<file path="src/rtl/add_seq_pkg.sv">
// Shared types and default sizes for the operand-accumulation sequencer.
package add_seq_pkg;

    localparam int unsigned WIDTH_DEF   = 32;
    localparam int unsigned COUNT_W_DEF = 8;

    typedef enum logic [1:0] {
        IDLE  = 2'd0,
        ACCUM = 2'd1,
        DONE  = 2'd2
    } add_seq_state_e;

endpackage : add_seq_pkg

</file>
<file path="src/rtl/add_accum_sequencer_adder.sv">
// Shared ripple/carry-chain adder; the carry-out is the top bit of sum_o.
module adder #(
    parameter int unsigned width_p = 32
) (
    input  logic [width_p-1:0] a_i,
    input  logic [width_p-1:0] b_i,
    output logic [width_p:0]   sum_o
);

    // Unsigned add with carry-out kept in the extra bit.
    assign sum_o = {1'b0, a_i} + {1'b0, b_i};

endmodule : adder

</file>
<file path="src/rtl/add_accum_sequencer.sv">
// Sums a command-specified number of streamed operands through the shared adder
// and returns the sum plus a sticky carry flag.
//
// state | meaning
// ------+----------------------------------------------------------
// IDLE  | waiting for a command (operand count)
// ACCUM | accepting operands, one per cycle, until the count is used
// DONE  | holding the result until the consumer takes it
module add_accum_sequencer
    import add_seq_pkg::*;
#(
    parameter int unsigned width_p   = WIDTH_DEF,
    parameter int unsigned count_w_p = COUNT_W_DEF
) (
    input  logic                 clk_i,
    input  logic                 reset_i,
    input  logic                 cmd_valid_i,
    input  logic [count_w_p-1:0] cmd_count_i,
    output logic                 cmd_ready_o,
    input  logic                 op_valid_i,
    input  logic [width_p-1:0]   op_data_i,
    output logic                 op_ready_o,
    output logic                 res_valid_o,
    output logic [width_p-1:0]   res_data_o,
    output logic                 res_carry_o,
    input  logic                 res_ready_i
);

    add_seq_state_e       state_q, state_d;
    logic [width_p-1:0]   acc_q, acc_d;
    logic                 carry_q, carry_d;
    logic [count_w_p-1:0] rem_q, rem_d;
    logic [width_p:0]     sum;

    adder #(.width_p(width_p)) u_adder (
        .a_i   (acc_q),
        .b_i   (op_data_i),
        .sum_o (sum)
    );

    // State, accumulator, sticky carry and remaining-operand count.
    always_ff @(posedge clk_i or posedge reset_i) begin
        if (reset_i) begin
            state_q <= IDLE;
            acc_q   <= '0;
            carry_q <= 1'b0;
            rem_q   <= '0;
        end else begin
            state_q <= state_d;
            acc_q   <= acc_d;
            carry_q <= carry_d;
            rem_q   <= rem_d;
        end
    end

    // Next-state logic and handshake generation.
    always_comb begin
        state_d     = state_q;
        acc_d       = acc_q;
        carry_d     = carry_q;
        rem_d       = rem_q;
        cmd_ready_o = 1'b0;
        op_ready_o  = 1'b0;
        res_valid_o = 1'b0;
        unique case (state_q)
            IDLE: begin
                cmd_ready_o = 1'b1;
                if (cmd_valid_i) begin
                    acc_d   = '0;
                    carry_d = 1'b0;
                    rem_d   = cmd_count_i;
                    state_d = (cmd_count_i == '0) ? DONE : ACCUM;
                end
            end
            ACCUM: begin
                op_ready_o = 1'b1;
                if (op_valid_i) begin
                    acc_d   = sum[width_p-1:0];
                    carry_d = carry_q | sum[width_p];
                    rem_d   = rem_q - count_w_p'(1);
                    if (rem_q == count_w_p'(1)) begin
                        state_d = DONE;
                    end
                end
            end
            DONE: begin
                res_valid_o = 1'b1;
                if (res_ready_i) begin
                    state_d = IDLE;
                end
            end
            default: begin
                state_d = IDLE;
            end
        endcase
    end

    // Result fields read as zero whenever no result is offered.
    assign res_data_o  = res_valid_o ? acc_q : '0;
    assign res_carry_o = res_valid_o & carry_q;

endmodule : add_accum_sequencer

</file>
<file path="config.mk">
export PLATFORM = sky130hd
export DESIGN_NAME = add_accum_sequencer
export DESIGN_NICKNAME = d
export VERILOG_FILES = /design/src/rtl/add_seq_pkg.sv /design/src/rtl/add_accum_sequencer_adder.sv /design/src/rtl/add_accum_sequencer.sv
export SDC_FILE = /design/constraint.sdc
export NUM_CORES = 1
export LEC_CHECK = 0
export CAP_MARGIN = 0
export CORE_ASPECT_RATIO = 0.9
export CORE_MARGIN = 10
export CORE_UTILIZATION = 35
export CTS_CLUSTER_SIZE = 28
export DETAILED_ROUTE_END_ITERATION = 12
export SKIP_CTS_REPAIR_TIMING = 1
export SLEW_MARGIN = 20
export SYNTH_ARGS = -nofsm -noshare
export SYNTH_HDL_FRONTEND = slang
export SYNTH_SLANG_ARGS = --single-unit
</file>
<file path="constraint.sdc">
create_clock -name clk_i -period 3.82 [get_ports clk_i]
set_input_delay 0.764 -clock clk_i [delete_from_list [all_inputs] [get_ports clk_i]]
set_output_delay 0.764 -clock clk_i [all_outputs]
set_load 0.02 [all_outputs]
</file>
==> run metrics <==
sw frac 44.9%; # fillers 1030; Comb power frac 60.1%; Slew Limit Fails 0; HPWL Detailed 8230 um; Hold Crit Class flop to flop; number of setup violations in the final report 0; worst setup margin 263 ps; sw power 1470 uW; critical path peak fanout 3; drt initial violations 182; Met1 Wirelength 5200 um; multi-input logic area 2480 sq um; Worst R2R Setup Slack 840 ps; most frequent cell after synthesis nand2_1; Root Driver clkbuf_16; post-synthesis instance total 449; Hold Violations, Final 0; Cell Area, Synth 3680 sq um; Post-DRT Antenna Nets 0; Seq pwr share 24.6%; DRT Pass-1 Iters 4; Yosys top cell area share 29.2%; clock sinks 43; area delta synth->final 30.5%; outcome finished, final reports clean; drt drc 0; Placer Congestion 0.874; depth of the CTS H-tree 2; port buffer count 80; first-pass GRT wire length 17600 um; critical path arrival 3780 ps; row cnt 35; share of cells above drive strength 1 5.89%; Clk Latency, worst-skew pair 290 ps; vias in the first global route 3607; Critical Path Source Type input pin; power share of the clock group 15.3%; n_diodes 0; max layer used met4; wire length on met2 4710 um; pre-CTS worst setup slack -57.1 ps; initial antenna violation count 0; Worst-Margin Slew 1000 ps; total wire length 10600 um; met3 wire len 623 um; die area 15000 sq um; Worst setup endpoint acc_q[28]; R2R cell count 11; Die Wd 128 um; Syn Area/Cell 8.20 sq um; syn_nets 529; most common library cells after synthesis 55 x nand2_1, 43 x dfrtp_1, 42 x o21ai_0, 36 x a21oi_1, 36 x and2_1; Setup CP Type input pin to flop; Yosys top cell by area dfrtp_1; Max-Cap Viols 0; grt ovf 0; critical path endpoint category flop; largest cells by area after synthesis dfrtp_1 29%, ha_1 12%, and2_1 6.1%; Worst EP required 4040 ps; Critical R2R Capture acc_q[28]; Worst-path clk slew 70 ps; Final period util 93.1%; Synth async-reset ratio 100%; Int Pwr 1800 uW; PwrDens 680 nW/um^2; Vias/cell 5.43; commonest register cell after synthesis dfrtp_1; Initial Utilization 35.9%; Net count, final 605; sequential element share of the synthesized area 29.2%; Min Hold Slack 504 ps; placed insts 647; Max transition margin 33.0%; DR vias 3555; warnings from Yosys 0; Final Non-Filler Cells 655; clock skew 7.79 ps; Leak 0.00210 uW; die height 117 um; Worst Setup SP op_data_i[0]; CTS max path bufs 2; total negative slack for setup checks 0 ps; start of the worst register-to-register path acc_q[0]; Post-synth EDFFs 0; Global Route Usage Sum 13.6%; Worst VDD drop 0.470 mV; Core Region 10200 sq um; TritonCTS clock tree built; Pwr Total 3270 uW; post-synth cell types 64; TritonCTS buffer count 5; largest net degree at the start of global routing 51; total area of sequential cells 1080 sq um; Yosys reg bits 43; routed length per instance 16.2 um; Peak Freq 0.281 GHz; RSZ-0062 raised after global routing false; post-route minimum period 3560 ps; Ports 81
==> routing by layer <==
metal,global-route usage [%],vias to the layer above
met4,2.74,0
met3,3.96,6
met2,20.9,79
li1,-,1776
met5,0,-
met1,18.3,1694
==> worst max-delay path, stage by stage <==
cell and delay [ps]:
clkdlybuf4s50_1 460, ha_1 160, inv_1 50, fa_1 380, nor2b_1 230, o2111ai_1 190, a21oi_1 250, nor3_1 110
o31ai_1 390, a211oi_1 210, or4b_1 500, nand3_1 80
==> state kept, by name, indices dropped and copies added (netlist names) <==
name / flops
acc_q: 32
carry_q: 1
rem_q: 8
state_q: 2
==> area by class of cell <==
cell class	instances	area share, %
Timing Repair Buffer	89	18.1
Inverter	15	1.17
Sequential cell	43	22.4
Clock buffer	5	2.60
Clock inverter	3	0.911
Tap cell	129	3.36
Multi-Input combinational cell	371	51.5
==> how the worst min path moves through the flow <==
stage / startpoint / end / depth (start not counted)
2_1_floorplan: acc_q[2] / acc_q[2] / 2
3_3_place_gp: acc_q[27] / acc_q[27] / 2
3_5_place_dp: acc_q[21] / acc_q[21] / 2
4_1_cts: acc_q[21] / acc_q[21] / 2
5_1_grt: acc_q[21] / acc_q[21] / 2
6_report: acc_q[27] / acc_q[27] / 2
==> placed cells by master (no fill, tap or decap), drive strengths merged, types with 3 or more instances in the layout <==
cell type	instances
clkbuf	5
dfrtp	43
clkinv	3
xor2	11
o21a	5
a21o	11
clkdlybuf4s50	80
a221oi	3
nor4	4
a32o	3
a31oi	4
nor3	10
nor2	22
nand3	10
a21oi	36
a22o	3
nor2b	7
o21bai	3
ha	34
or3	3
nand2b	5
nand2	57
and2	36
o21ai	43
nand4	5
buf	9
xnor2	11
inv	14
and3	5
a21boi	5
o31ai	3
a211oi	3
==> cell families (layout without fill, tap and decap cells) <==
| kind of cell | count (synthesis) | in the layout | share of synthesized area [%] |
|---|---|---|---|
| AOI/OAI and AO/OA | 143 | 143 | 25.5 |
| muxes | 1 | 1 | 0.272 |
| xor gates and xnor gates | 22 | 22 | 5.23 |
| adders and majority gates | 35 | 35 | 12.1 |
| DFF | 43 | 43 | 29.2 |
| and+or+nand+nor | 170 | 170 | 24.1 |
| buffers and inverters | 35 | 112 | 3.60 |
==> power by group through the flow <==
stage / sequential, uW / clock, uW / combinational (uW)
3_5_place_dp: 813 / 0 / 1960
6_report: 804 / 501 / 1960
2_1_floorplan: 760 / 0 / 1450
5_1_grt: 834 / 533 / 2210
3_3_place_gp: 806 / 0 / 1930
4_1_cts: 805 / 513 / 1970
==> through the flow <==
stage	util [%]	area, sq um
2_1_floorplan	-	3680
3_3_place_gp	45.3	4640
3_5_place_dp	45.3	4640
4_1_cts	46.9	4810
5_1_grt	46.9	4810
6_report	46.9	4810
Note: power is estimated with default switching activity, not from simulation.
